==> src/rtl/arb_pkg.sv <==
// Shared definitions for the memory port arbiter: FSM states and requester IDs.
package arb_pkg;

  typedef enum logic [1:0] {
    IDLE = 2'd0,
    BUSY = 2'd1,
    DONE = 2'd2
  } state_e;

  typedef enum logic [1:0] {
    OWN_F = 2'd0,
    OWN_D = 2'd1,
    OWN_X = 2'd2
  } owner_e;

endpackage

==> src/rtl/arb_prio.sv <==
// Combinational winner pick: forced X first, then D > F > X.
module arb_prio
  import arb_pkg::*;
(
  input  logic   x_force,
  input  logic   x_req,
  input  logic   d_req,
  input  logic   f_req,
  output owner_e owner,
  output logic   valid
);

  always_comb begin
    owner = OWN_F;
    valid = 1'b1;
    if (x_force && x_req) begin
      owner = OWN_X;
    end else if (d_req) begin
      owner = OWN_D;
    end else if (f_req) begin
      owner = OWN_F;
    end else if (x_req) begin
      owner = OWN_X;
    end else begin
      valid = 1'b0;
    end
  end

endmodule

==> src/rtl/mem_port_arbiter.sv <==
// Shares one single-port memory between fetch (F), data (D) and loader (X)
// requesters, one access at a time, with starvation protection for X.
module mem_port_arbiter
  import arb_pkg::*;
#(
  parameter int unsigned AW         = 8,
  parameter int unsigned DW         = 8,
  parameter int unsigned MEM_LAT    = 1,
  parameter int unsigned STARVE_MAX = 4
) (
  input  logic          clk,
  input  logic          reset,
  input  logic          f_req,
  input  logic [AW-1:0] f_addr,
  output logic          f_gnt,
  output logic          f_done,
  input  logic          d_req,
  input  logic          d_we,
  input  logic [AW-1:0] d_addr,
  input  logic [DW-1:0] d_wdata,
  output logic          d_gnt,
  output logic          d_done,
  input  logic          x_req,
  input  logic          x_we,
  input  logic [AW-1:0] x_addr,
  input  logic [DW-1:0] x_wdata,
  output logic          x_gnt,
  output logic          x_done,
  output logic [DW-1:0] rdata,
  output logic          mem_en,
  output logic          mem_rw,
  output logic [AW-1:0] mem_addr,
  output logic [DW-1:0] mem_wdata,
  input  logic [DW-1:0] mem_rdata
);

  localparam int unsigned CW = (MEM_LAT > 1) ? $clog2(MEM_LAT) : 1;
  localparam int unsigned XW = $clog2(STARVE_MAX + 1);

  state_e        state_q,  state_d;
  owner_e        owner_q,  owner_d;
  logic [AW-1:0] addr_q,   addr_d;
  logic          we_q,     we_d;
  logic [DW-1:0] wdata_q,  wdata_d;
  logic [CW-1:0] cnt_q,    cnt_d;
  logic [XW-1:0] x_wait_q, x_wait_d;
  logic [DW-1:0] rdata_q,  rdata_d;
  logic [2:0]    gnt_q,    gnt_d;
  logic [2:0]    done_q,   done_d;

  owner_e win_owner;
  logic   win_valid;
  logic   x_force;
  logic   grant;

  assign x_force = (x_wait_q == XW'(STARVE_MAX));
  assign grant   = (state_q == IDLE) && win_valid;

  arb_prio u_prio (
    .x_force (x_force),
    .x_req   (x_req),
    .d_req   (d_req),
    .f_req   (f_req),
    .owner   (win_owner),
    .valid   (win_valid)
  );

  always_comb begin
    state_d  = state_q;
    owner_d  = owner_q;
    addr_d   = addr_q;
    we_d     = we_q;
    wdata_d  = wdata_q;
    cnt_d    = cnt_q;
    rdata_d  = rdata_q;
    x_wait_d = x_wait_q;
    gnt_d    = '0;
    done_d   = '0;

    unique case (state_q)
      IDLE: begin
        if (win_valid) begin
          owner_d = win_owner;
          cnt_d   = CW'(MEM_LAT - 1);
          gnt_d   = 3'b001 << win_owner;
          state_d = BUSY;
          unique case (win_owner)
            OWN_D: begin
              addr_d  = d_addr;
              we_d    = d_we;
              wdata_d = d_wdata;
            end
            OWN_X: begin
              addr_d  = x_addr;
              we_d    = x_we;
              wdata_d = x_wdata;
            end
            default: begin
              addr_d  = f_addr;
              we_d    = 1'b0;
              wdata_d = '0;
            end
          endcase
        end
      end
      BUSY: begin
        if (cnt_q == '0) begin
          if (!we_q) rdata_d = mem_rdata;
          state_d = DONE;
        end else begin
          cnt_d = cnt_q - 1'b1;
        end
      end
      DONE: begin
        done_d  = 3'b001 << owner_q;
        state_d = IDLE;
      end
      default: state_d = IDLE;
    endcase

    // X loses one grant each time D/F win while it waits; any idle x_req cycle forgives.
    if (!x_req) begin
      x_wait_d = '0;
    end else if (grant) begin
      if (win_owner == OWN_X) begin
        x_wait_d = '0;
      end else if (!x_force) begin
        x_wait_d = x_wait_q + 1'b1;
      end
    end
  end

  always_ff @(posedge clk or negedge reset) begin
    if (!reset) begin
      state_q  <= IDLE;
      owner_q  <= OWN_F;
      addr_q   <= '0;
      we_q     <= 1'b0;
      wdata_q  <= '0;
      cnt_q    <= '0;
      x_wait_q <= '0;
      rdata_q  <= '0;
      gnt_q    <= '0;
      done_q   <= '0;
    end else begin
      state_q  <= state_d;
      owner_q  <= owner_d;
      addr_q   <= addr_d;
      we_q     <= we_d;
      wdata_q  <= wdata_d;
      cnt_q    <= cnt_d;
      x_wait_q <= x_wait_d;
      rdata_q  <= rdata_d;
      gnt_q    <= gnt_d;
      done_q   <= done_d;
    end
  end

  assign f_gnt     = gnt_q[0];
  assign d_gnt     = gnt_q[1];
  assign x_gnt     = gnt_q[2];
  assign f_done    = done_q[0];
  assign d_done    = done_q[1];
  assign x_done    = done_q[2];
  assign rdata     = rdata_q;
  assign mem_en    = (state_q == BUSY);
  assign mem_rw    = mem_en & we_q;
  assign mem_addr  = mem_en ? addr_q  : '0;
  assign mem_wdata = mem_en ? wdata_q : '0;

endmodule

==> config.mk <==
export PLATFORM = sky130hd
export DESIGN_NAME = mem_port_arbiter
export DESIGN_NICKNAME = d
export VERILOG_FILES = /design/src/rtl/arb_pkg.sv /design/src/rtl/arb_prio.sv /design/src/rtl/mem_port_arbiter.sv
export SDC_FILE = /design/constraint.sdc
export NUM_CORES = 1
export LEC_CHECK = 0
export ABC_AREA = 1
export BUFFER_PORTS_ARGS = -buffer_cell sky130_fd_sc_hd__buf_2
export CORE_UTILIZATION = 35
export CTS_BUF_LIST = sky130_fd_sc_hd__clkbuf_4 sky130_fd_sc_hd__clkbuf_8
export DETAILED_ROUTE_END_ITERATION = 6
export SLEW_MARGIN = 5
export SYNTH_ARGS = -nofsm -noshare
export SYNTH_HDL_FRONTEND = slang
export SYNTH_SLANG_ARGS = --single-unit
==> constraint.sdc <==
create_clock -name clk -period 1.8 [get_ports clk]
set_clock_uncertainty 0.2 [all_clocks]
set_input_delay 0.09 -clock clk [delete_from_list [all_inputs] [get_ports clk]]
set_output_delay 0.09 -clock clk [all_outputs]
set_load 0.03 [all_outputs]
==> out/qor.csv <==
stage;metric;value;unit
synth;ys flop type;dfrtp_1;
placed_design;DP Wirelength;3382;um
power;PwrDens;1363;mW/mm^2
timing;slew margin rel.;55.87;%
critical_path;CP Max Fanout;17;
grt;GRT Util Overall;18.74;%
critical_path;Required @ worst endpoint;1.51;ns
route;wire per inst;11.43;um
die;IO Pins;87;
timing;min cycle time layout;1.674;ns
die;die area;0.005743;sq mm
timing;Fmax;597.3;MHz
die;area of the core;0.005172;sq mm
timing;Worst-Margin Slew;0.6619;ns
clocking;Post-CTS Setup Inserts;0;
critical_path;worst-path cell chain;inv_1 > nor2_2 > inv_4 > nor2_1 > buf_2;
critical_path;Critical Path Sink Type;output pin;
route;Vias/cell;4.418;
clocking;Worst-Skew Late Latency;0.28;ns
route;Routed Antenna Nets;0;
critical_path;r2r setup slk;0.15;ns
clocking;Clock Tree Root;clkbuf_8;
critical_path;WS Path Type;reg2out;
status;status;finished, final reports clean;
critical_path;Largest delay share family, worst path;buffers and inverters;
placed_design;Final GP Congestion;0.7833;
grt;vias in the first global route;1851;
critical_path;Startpoint Class;flip-flop;
timing;setup TNS;0;ns
clocking;clk sinks;38;
timing;Hold WS;0.02605;ns
clocking;Max clock buf depth;2;
timing;Hold Vio Cnt, Final;0;
synth;Post-Syn Instances;243;
synth;Distinct cells, synth;21;
grt;initial antenna violation count;0;
critical_path;Critical Path AT;1.38;ns
synth;Post-synth EDFFs;0;
grt;first-pass GRT wire length;8066;um
synth;synthesized area per cell;7.842;sq um
die;chip width;75.79;um
route;total iterations of the first detailed-routing run;4;
route;routed vias;2019;
critical_path;CP max stage cell;dfrtp_1;
route;DRC viols;0;
cells_and_area;Diodes inserted;0;
power;Worst IR Drop VDD;0.6405;mV
die;Die Height;75.79;um
clocking;TritonCTS Buffers;5;
cells_and_area;Nets;443;
cells_and_area;share of cells above drive strength 1;29.20;%
synth;register area share after synthesis;49.90;%
timing;Slew Limit Fails;0;
timing;Setup Viol. Count Final;0;
die;initial core utilization;36.84;%
critical_path;worst path bufs/invs;3;
synth;syn_nets;300;
synth;mapped cell area;0.001906;sq mm
clocking;CTS tree;done;
power;Lkg Pwr;1.690;nW
clocking;H-tree levels;2;
power;total power;4.128;mW
synth;Seq cells post-synth;38;
synth;Yosys Warn Count;0;
route;final wirelength;5224;um
route;Detailed Route Iter0 Violations;50;
critical_path;Critical Path Max Stage Delay;0.39;ns
synth;ys async rst share;100.0;%
flow_run;total of max-cap violations;0;
placed_design;port bufs;86;
grt;largest net degree at the start of global routing;31;
grt;grt ovf;0;
cells_and_area;area grow syn2layout;58.96;%
min_path;Hold/Removal Path Class;in2reg;
die;row count;26;
timing;Final Cycle Share;93.02;%
clocking;clock slew at reported path FFs;0.07;ns
timing;RSZ-0062 raised after global routing;false;
[stage by stage]
step | instance area (sq um) | setup slack, ns | std cells | util (%)
after floorplan | 1906 | 0.2471 | 243 | -
final | 3029 | 0.1257 | 457 | 58.56
after CTS | 3024 | 0.04114 | 457 | 58.47
after detailed placement | 2409 | 0.1667 | 397 | 46.57
after global placement | 2409 | 0.1986 | 397 | 46.57
after global routing | 3029 | 0.005590 | 457 | 58.56
[cells in the final DEF, fill, tap and decap left out, types with 2 or more instances in the layout]
cell	n
nor2_8	2
nand3_2	2
buf_4	7
nand3_1	34
nor2_1	20
buf_2	86
ha_1	2
nor3_1	3
nand2_1	90
nor2_2	2
dfrtp_1	38
nand2_2	3
o21bai_1	2
clkbuf_8	6
nand4_1	5
dlygate4sd3_1	52
inv_1	26
[cells in the mapped netlist, types with 3 or more instances]
library cell,n,area share [%]
nand2_2,3,0.99
nor3_1,3,0.79
nand3_1,34,8.9
nand2_1,90,18
buf_6,3,1.8
inv_1,26,5.1
nor2_1,21,4.1
dfrtp_1,38,50
buf_2,3,0.79
nand4_1,5,1.6
[final timing paths]
| path | from | end | cells after the start |
|---|---|---|---|
| setup / recovery | state_q[0] | mem_addr[3] | 5 |
| hold / removal | d_req | wdata_q[2] | 3 |
| setup reg to reg | x_wait_q[0] | addr_q[0] | 8 |
| hold reg to reg | owner_q[1] | done_q[1] | 1 |
| max in group asynchronous | reset | rdata[2] | 3 |
| min in group asynchronous | reset | rdata[5] | 2 |
[cell families after synthesis]
| kind of cell | after synthesis | synth area share, % |
|---|---|---|
| AOI/OAI and AO/OA | 2 | 0.7877 |
| DFF | 38 | 49.90 |
| and+or+nand+nor | 162 | 38.28 |
| adders and majority gates | 2 | 1.313 |
| buffers and inverters | 38 | 9.257 |
| xor gates and xnor gates | 1 | 0.4597 |
[worst register-to-register path: cells and delay by family (launching register included)]
kind	cells	cell delay [ns]
adders and majority gates	1	0.20
buffers and inverters	2	0.26
DFF	1	0.37
and+or+nand+nor	5	0.57
[power breakdown]
group	leakage (nW)	internal [mW]	switching, mW
clock network	0.0517	0.324	0.277
registers	0.486	1.22	0.206
logic	1.15	0.680	1.42
[routing by layer]
metal,vias to the layer above,share of wire (%),track usage (%),wire [um]
met5,-,0,0,0
met4,0,0.84,4.321,44
met3,6,7.0,5.026,364
met2,75,47,33.14,2476
met1,901,45,22.72,2338
li1,1037,-,-,-
[flip-flops by register name, summed over array words and instances, names as in the netlist]
register / flops
wdata_q: 8
done_q: 3
owner_q: 2
state_q: 2
rdata: 8
addr_q: 8
x_wait_q: 3
gnt_q: 3
we_q: 1
[final cells by class]
cell class,count,area [sq um]
clock inverter,1,5.005
timing repair buffer,145,1003
tap,70,87.58
multi-input combinational,167,780.7
fill,470,2143
sequential,38,950.9
inverter,29,111.4
clock buffer,7,90.09
[timing repair]
action,CTS,global route
resized for setup,0,2
endpoints found under the hold margin,56,0
setup endpoints to repair,0,17
hold buffers,52,0
No activity file was read; power rests on OpenSTA's default activity.
